**config.mk**
```make
export PLATFORM = sky130hd
export DESIGN_NAME = stage_memory
export DESIGN_NICKNAME = d
export VERILOG_FILES = /design/src/rtl/stage_memory.sv
export SDC_FILE = /design/constraint.sdc
export NUM_CORES = 1
export LEC_CHECK = 0
export ABC_AREA = 1
export ABC_CLOCK_PERIOD_IN_PS = 7300
export CORE_AREA = 4 4 159 161
export CTS_CLUSTER_SIZE = 30
export DETAILED_ROUTE_END_ITERATION = 6
export DIE_AREA = 0 0 163 165
export GPL_ROUTABILITY_DRIVEN = 0
export PLACE_DENSITY = 0.8
export SLEW_MARGIN = 25
export SYNTH_ARGS = -nofsm -noshare
export SYNTH_HDL_FRONTEND = slang
export SYNTH_SLANG_ARGS = --single-unit
```
**constraint.sdc**
```tcl
create_clock -name clk_i -period 7.3 [get_ports clk_i]
set_input_delay 1.46 -clock clk_i [delete_from_list [all_inputs] [get_ports clk_i]]
set_output_delay 1.46 -clock clk_i [all_outputs]
set_load 0.02 [all_outputs]
```
**src/rtl/stage_memory.sv**
```systemverilog
// rtl/stage_memory.sv - memory-access pipeline stage: dmem loads/stores, byte lanes, load extension, forwarding
package cpu_common;
  typedef logic [31:0] word_t;
  typedef logic [4:0]  regaddr_t;
  typedef enum logic [1:0] {MA_X = 2'd0, MA_LOAD = 2'd1, MA_STORE = 2'd2} ma_mode_t;
  typedef enum logic [2:0] {MA_SIZE_B, MA_SIZE_H, MA_SIZE_W, MA_SIZE_BU, MA_SIZE_HU} ma_size_t;
  typedef enum logic [1:0] {WB_SRC_ALU, WB_SRC_MEM, WB_SRC_PC} wb_src_t;
  localparam word_t NOP_PC       = 32'h0000_0000;
  localparam word_t NOP_IR       = 32'h0000_0013;
  localparam logic  NOP_WB_VALID = 1'b0;
endpackage

module stage_memory
  import cpu_common::*;
(
  input  logic     clk_i,
  input  logic     reset_i,
  input  word_t    pc_i,
  input  word_t    ir_i,
  input  word_t    ma_addr_i,
  input  ma_mode_t ma_mode_i,
  input  ma_size_t ma_size_i,
  input  word_t    ma_data_i,
  input  wb_src_t  wb_src_i,
  input  word_t    wb_data_i,
  input  logic     wb_valid_i,
  output logic     dmem_req_o,
  output logic     dmem_we_o,
  output word_t    dmem_addr_o,
  output logic [3:0] dmem_wmask_o,
  output word_t    dmem_wdata_o,
  input  logic     dmem_gnt_i,
  input  logic     dmem_rvalid_i,
  input  word_t    dmem_rdata_i,
  output logic     stall_async_o,
  output regaddr_t wb_addr_async_o,
  output word_t    wb_data_async_o,
  output logic     wb_ready_async_o,
  output logic     wb_valid_async_o,
  output logic     empty_async_o,
  output logic     misaligned_o,
  output word_t    pc_o,
  output word_t    ir_o,
  output regaddr_t wb_addr_o,
  output word_t    wb_data_o,
  output logic     wb_valid_o
);

  typedef enum logic {READY, WAIT_RESP} state_t;

  state_t     state_q, state_d;
  logic [1:0] off, off_q;
  ma_size_t   size_q;
  word_t      hold_pc_q, hold_ir_q;
  logic       misaligned;
  logic       latch_load;
  word_t      shifted, load_data;

  word_t      nxt_pc, nxt_ir, nxt_wb_data;
  regaddr_t   nxt_wb_addr;
  logic       nxt_wb_valid, nxt_misaligned;

  assign off         = ma_addr_i[1:0];
  assign dmem_addr_o = {ma_addr_i[31:2], 2'b00};

  always_comb begin
    misaligned = 1'b0;
    if (ma_mode_i != MA_X) begin
      case (ma_size_i)
        MA_SIZE_H, MA_SIZE_HU: misaligned = off[0];
        MA_SIZE_W:             misaligned = (off != 2'b00);
        default:               misaligned = 1'b0;
      endcase
    end
  end

  // Store data is replicated across lanes so the mask alone selects the target bytes.
  always_comb begin
    dmem_wdata_o = ma_data_i;
    dmem_wmask_o = 4'b1111;
    case (ma_size_i)
      MA_SIZE_B, MA_SIZE_BU: begin
        dmem_wdata_o = {4{ma_data_i[7:0]}};
        dmem_wmask_o = 4'b0001 << off;
      end
      MA_SIZE_H, MA_SIZE_HU: begin
        dmem_wdata_o = {2{ma_data_i[15:0]}};
        dmem_wmask_o = 4'b0011 << off;
      end
      default: begin
        dmem_wdata_o = ma_data_i;
        dmem_wmask_o = 4'b1111;
      end
    endcase
    if (ma_mode_i != MA_STORE) dmem_wmask_o = 4'b0000;
  end

  always_comb begin
    shifted   = dmem_rdata_i >> {off_q, 3'b000};
    load_data = shifted;
    case (size_q)
      MA_SIZE_B:  load_data = {{24{shifted[7]}}, shifted[7:0]};
      MA_SIZE_BU: load_data = {24'h0, shifted[7:0]};
      MA_SIZE_H:  load_data = {{16{shifted[15]}}, shifted[15:0]};
      MA_SIZE_HU: load_data = {16'h0, shifted[15:0]};
      default:    load_data = shifted;
    endcase
  end

  always_comb begin
    state_d          = state_q;
    dmem_req_o       = 1'b0;
    dmem_we_o        = 1'b0;
    stall_async_o    = 1'b0;
    latch_load       = 1'b0;
    wb_addr_async_o  = ir_i[11:7];
    wb_data_async_o  = wb_data_i;
    wb_ready_async_o = !(ma_mode_i == MA_LOAD || wb_src_i == WB_SRC_MEM);
    wb_valid_async_o = wb_valid_i && !misaligned;
    nxt_pc           = NOP_PC;
    nxt_ir           = NOP_IR;
    nxt_wb_addr      = '0;
    nxt_wb_data      = '0;
    nxt_wb_valid     = 1'b0;
    nxt_misaligned   = 1'b0;
    case (state_q)
      READY: begin
        dmem_req_o = (ma_mode_i != MA_X) && !misaligned;
        dmem_we_o  = (ma_mode_i == MA_STORE);
        if (dmem_req_o && !dmem_gnt_i) begin
          stall_async_o = 1'b1;
        end else if (dmem_req_o && ma_mode_i == MA_LOAD) begin
          stall_async_o = 1'b1;
          latch_load    = 1'b1;
          state_d       = WAIT_RESP;
        end else begin
          nxt_pc         = pc_i;
          nxt_ir         = ir_i;
          nxt_wb_addr    = ir_i[11:7];
          nxt_wb_data    = wb_data_i;
          nxt_wb_valid   = wb_valid_i && !misaligned;
          nxt_misaligned = misaligned;
        end
      end
      WAIT_RESP: begin
        stall_async_o    = 1'b1;
        wb_addr_async_o  = hold_ir_q[11:7];
        wb_data_async_o  = load_data;
        wb_ready_async_o = dmem_rvalid_i;
        wb_valid_async_o = 1'b1;
        if (dmem_rvalid_i) begin
          nxt_pc       = hold_pc_q;
          nxt_ir       = hold_ir_q;
          nxt_wb_addr  = hold_ir_q[11:7];
          nxt_wb_data  = load_data;
          nxt_wb_valid = 1'b1;
          state_d      = READY;
        end
      end
      default: state_d = READY;
    endcase
    if (reset_i) begin
      dmem_req_o    = 1'b0;
      stall_async_o = 1'b0;
    end
  end

  assign empty_async_o = (state_q == READY) && (pc_i == NOP_PC);

  always_ff @(posedge clk_i or posedge reset_i) begin
    if (reset_i) begin
      state_q      <= READY;
      pc_o         <= NOP_PC;
      ir_o         <= NOP_IR;
      wb_addr_o    <= '0;
      wb_data_o    <= '0;
      wb_valid_o   <= NOP_WB_VALID;
      misaligned_o <= 1'b0;
      hold_pc_q    <= NOP_PC;
      hold_ir_q    <= NOP_IR;
      size_q       <= MA_SIZE_W;
      off_q        <= 2'b00;
    end else begin
      state_q      <= state_d;
      pc_o         <= nxt_pc;
      ir_o         <= nxt_ir;
      wb_addr_o    <= nxt_wb_addr;
      wb_data_o    <= nxt_wb_data;
      wb_valid_o   <= nxt_wb_valid;
      misaligned_o <= nxt_misaligned;
      if (latch_load) begin
        hold_pc_q <= pc_i;
        hold_ir_q <= ir_i;
        size_q    <= ma_size_i;
        off_q     <= off;
      end
    end
  end

endmodule

```
After elaboration in Yosys (flattened, before gate mapping)
Index checks and enable logic that the tools add are counted.
{"block": "totals", "ff_bits": 173, "input_bits": 204, "out_inout_bits": 214, "elab_cells": 86}
{"block": "classes", "shifts": 3, "n_eq_ne": 11, "reduce_logical": 16, "n_mux": 44, "n_bitwise": 1}
{"operator": "$mux W32", "n": 10}
{"operator": "$pmux W32 S2", "n": 4}
{"operator": "$pmux W32 S4", "n": 1}
{"operator": "$logic_not A32 Y1", "n": 1}
{"operator": "$shr A32 B5 Y32", "n": 1}
{"operator": "$mux W5", "n": 4}
{"operator": "$mux W1", "n": 18}
{"operator": "$pmux W5 S2", "n": 1}
{"operator": "$eq A3 B2 Y1 const B", "n": 3}
{"operator": "$pmux W1 S2", "n": 4}
{"operator": "$pmux W4 S2", "n": 1}
{"operator": "$eq A3 B1 Y1 const B", "n": 2}
{"operator": "$eq A3 B3 Y1 const B", "n": 2}
{"operator": "$logic_not A3 Y1", "n": 2}
{"operator": "$logic_and A1 B1 Y1", "n": 5}
{"operator": "$eq A2 B1 Y1 const B", "n": 2}
{"operator": "$mux W4", "n": 1}
{"operator": "$reduce_bool A2 Y1", "n": 2}
{"operator": "$reduce_or A2 Y1", "n": 2}
{"operator": "$shl A1 B2 Y4 const A", "n": 1}
{"operator": "$shl A2 B2 Y4 const A", "n": 1}
{"operator": "$logic_not A1 Y1", "n": 3}
{"operator": "$eq A2 B2 Y1 const B", "n": 1}
{"operator": "$ne A2 B2 Y1 const B", "n": 1}
{"operator": "2 further kinds", "n": 2}

Longest topological paths before layout
{"block": "depth", "depth_word": 11, "ltp_mapped": 10, "ltp_nobuf": 9}

Worst setup path after synthesis
No wires, ideal clock.
{"block": "synth_path", "path_type": "input to output", "startpoint": "input ma_size_i[0]", "endpoint": "output dmem_wdata_o[8]", "stages": 6, "t_arrival_ns": 2.443, "slack_ns": 3.397, "n_path_buf": 1, "t_required_ns": 5.840, "path_cell_list": "inv_1 nand2_1 nand2_1 inv_1 buf_2 o21ai_0"}
{"block": "synth_via", "elab_chain_cells": 3, "word_cells_on_any_way": 7, "cone_classes": "3 x eq/ne; 1 x mux; 3 x reduce/logical"}
{"element": "from (decl)", "line_no": "22", "rtl": "input ma_size_t ma_size_i,"}
{"element": "$eq A3 B1 Y1, or another cell as far along", "line_no": "81", "rtl": "case (ma_size_i)"}
{"element": "$reduce_or A2 Y1", "line_no": "81"}
{"element": "$pmux W32 S2 *", "line_no": "81"}
{"element": "to (decl)", "line_no": "31", "rtl": "output word_t dmem_wdata_o,"}
Every way passes the cells marked *; elsewhere a longest branch is shown, timed or not.

Worst setup path after layout
{"block": "layout_path", "startpoint": "input ma_size_i[0]", "endpoint": "output dmem_wdata_o[10]"}
Same word-level chain as after synthesis.

==> results.py <==
metrics = {
    "run_status": {
        "status": "finished clean",
    },
    "synthesis": {
        "yosys.area_share.simple": 0.3604,
        "synth_top_cell_by_area": "dfrtp_1",
        "synth_most_common_cell": "nand2_1",
        "synthAdderAreaFrac": 0,
        "synth_cells": 1225,
        "ys.warnings.count": 0,
        "syn_area_per_cell_sq_um": 7.158,
        "syn-cell-area_sq_mm": 0.008768,
        "async_flop_share": 1.000,
        "synth_commonest_cells": "530 x nand2_1, 188 x nand3_1, 161 x dfrtp_1",
        "yosys.area.top_type_share": 0.4595,
        "synthMuxAreaShare": 0,
        "synth_cell_type_count": 21,
        "synth.area.top_cells": "dfrtp_1 46%, nand2_1 23%, nand3_1 11%",
        "ys_ff_latch": 168,
        "yosysSeqAreaShare": 0.4805,
        "synth_xor_xnor_area_share": 0,
        "yosys_most_used_dff": "dfrtp_1",
        "synth_compound_area_frac": 0.04481,
        "synth_top_family_by_area": "simple AND/OR/NAND/NOR gates",
        "synth_edf_count": 0,
    },
    "worst_setup_path": {
        "crit_arrival_ps": 3990,
        "crit_buf_inv": 6,
        "cp_common_cell": "nand2_1",
        "reg2reg_depth": 7,
        "endpoint_kind": "output pin",
        "critical_path_class": "input pin to output pin",
        "start_kind": "input pin",
        "max_stage_delay_ps": 600,
        "r2r-start": "off_q[0]$_DFFE_PP0P_",
        "cp_max_fo": 26,
        "rrSetupSlack_ps": 4150,
        "critical_path.cell_chain": "clkdlybuf4s50_1 > inv_1 > nand2_1 > nand2_1 > buf_4 > inv_1 > nand2_1 > o21ai_0 > inv_1 > nand2_1 > clkdlybuf4s50_1",
        "timing.rr.end": "wb_data_o[24]$_DFF_PP0_",
        "critical_path.top_delay_family": "buffers and inverters",
        "critical_path_required_ps": 5840,
        "cpMaxStageDelayCell": "clkdlybuf4s50_1",
    },
    "cts": {
        "cts_sinks": 168,
        "path_clk_slew_ps": 70,
        "clk_path_buf_depth": 2,
        "postCtsSetupBuffers": 0,
        "worstSkewPairLatency_ps": 420,
        "cts_hold_buf": 0,
        "cts_resized": 0,
        "cts_tree": "yes",
        "cts_buffers": 17,
        "ctsRootBufferMaster": "clkbuf_16",
        "htree_levels": 4,
    },
    "worst_hold_path": {
        "holdPathStages": 2,
        "min_path_type": "register to register",
        "hp-start": "hold_ir_q[0]$_DFFE_PP1P_",
        "holdPathEnd": "hold_ir_q[0]$_DFFE_PP1P_",
    },
    "global_route": {
        "use_met1": 0.2711,
        "antenna_found_initial": 1,
        "gr-usage-met3": 0.03918,
        "use_met2": 0.4068,
        "top_usage_layer": "met2",
        "grt_pass1_vias": 8790,
        "grt_pass1_wl_mm": 48.51,
        "grt.total_usage": 0.2331,
        "grt_max_degree": 111,
        "grt_remaining_overflow": 0,
    },
    "routing": {
        "avgViaCountPerCell": 4.957,
        "remaining_drc_errors": 0,
        "routed_wl_mm": 32.34,
        "dr.first_iter.drc_count": 873,
        "vias": 9076,
        "drtPass1Iterations": 5,
        "drtAntennaViolNets": 0,
        "wl_per_cell_microns": 17.66,
    },
    "floorplanning": {
        "die_w_microns": 163,
        "dieHeight_microns": 165,
        "boundaryPins": 418,
        "initial_utilization": 0.3659,
        "dieArea_sq_mm": 0.02690,
        "row_count": 57,
        "fp.coreArea_sq_mm": 0.02396,
    },
    "placement": {
        "dpl_worst_slack_ps": 1874,
        "port_buffers": 355,
        "dp.cells": 1798,
        "place_area_sq_mm": 0.01218,
        "post-dp-hpwl_mm": 23.62,
    },
    "layout": {
        "nets": 1697,
        "stdcell_count": 1831,
        "areaGrowthSynthToFinish_pct": 45.82,
        "fin_util": 0.5336,
        "fin_area_sq_mm": 0.01279,
        "drive_gt1_frac": 0.04050,
    },
    "timing": {
        "max_slew.worst_pin.slew_ps": 956.2,
        "finalClockSkew_ps": 9.731,
        "final_hold_viol_count": 0,
        "fin_ws_ps": 1845,
        "finalCriticalPeriod_ps": 5455,
        "setup_violations": 0,
        "fin_crit_sh": 0.7472,
        "fin_tns_setup_ps": 0,
        "max_freq_ghz": 0.1833,
        "slew_headroom": 0.3610,
        "rsz0062_at_grt": "false",
        "drv_slew": 0,
    },
    "power_and_ir_drop": {
        "p_leak_nw": 6.410,
        "ir_worst_vdd_uv": 148.3,
        "power.density_mw_per_mm2": 241.0,
    },
    "flow_run": {
        "maxCapViolations": 0,
    },
}
area by class of cell:
cell class                      instances  area (sq um)
Fill cell                            2273         11180
Sequential cell                       168          4214
Timing Repair Buffer                  365          3628
Multi-Input combinational cell        845          3566
Clock buffer                           17         425.4
Tap cell                              324         405.4
Inverter                               96         369.1
Clock inverter                         15         175.2
Antenna cell                            1         2.502
per-stage QoR:
step                total power, W  hold WS (ps)
floorplan                 0.001749         439.8
global placement          0.002169         449.8
detailed placement        0.002192         455.2
CTS                       0.003104         465.2
global route              0.003256         487.3
finish                    0.003082         463.7
worst max path at each step:
stage                         start                   endpoint  slack [ps]  cells after the start
2_1_floorplan               reset_i  hold_ir_q[10]$_DFFE_PP0P_        1300                      1
3_3_place_gp       dmem_rdata_i[31]        wb_data_async_o[25]        1870                      8
3_5_place_dp           ma_size_i[0]           dmem_wdata_o[10]        1870                     11
4_1_cts                ma_size_i[0]           dmem_wdata_o[10]        1870                     11
5_1_grt        off_q[0]$_DFFE_PP0P_        wb_data_async_o[21]        1480                      8
6_report               ma_size_i[0]           dmem_wdata_o[10]        1850                     11
sequential cells by signal (all words and copies together), names as in the netlist:
signal,flops
hold_ir_q,32
hold_pc_q,32
pc_o,32
wb_data_o,32
ir_o,28
wb_addr_o,4
size_q,3
off_q,2
misaligned_o,1
state_q,1
wb_valid_o,1
report_power, final:
group | total, W | switching (W) | internal [W]
Sequential | 0.00117 | 0.0000831 | 0.00109
Combinational | 0.00101 | 0.000591 | 0.000415
Clock | 0.000908 | 0.000443 | 0.000465
Total | 0.00308 | 0.00112 | 0.00196
worst register-to-register path, cell delays in order, from the launching register on:
cell and delay, ps:
dfrtp_1 970, inv_1 620, nand2_1 180, nand3_1 100, nand3_1 680, nand3_1 260, nand2_1 160, nand2_1 70
cell families (layout without fill, tap and decap cells):
logic type,Yosys count,in the layout
compound gates,78,78
buf+inv,213,493
flops,168,168
simple gates,765,765
other cells,1,3
cell usage in the layout (no fill, tap or decap), types with 7 or more instances in the layout:
| cell | count |
|---|---|
| nand2_1 | 529 |
| clkdlybuf4s50_1 | 355 |
| nand3_1 | 188 |
| dfrtp_1 | 160 |
| inv_1 | 92 |
| o21ai_0 | 70 |
| nor2_1 | 30 |
| clkbuf_16 | 17 |
| buf_4 | 10 |
| dfstp_2 | 7 |
metal layers:
metal | part of all wire | routed length [microns]
met1 | 0.37 | 12060
met2 | 0.50 | 16260
met3 | 0.070 | 2256
met4 | 0.055 | 1766
met5 | 0 | 0
Note: power is estimated with default switching activity, not from simulation.
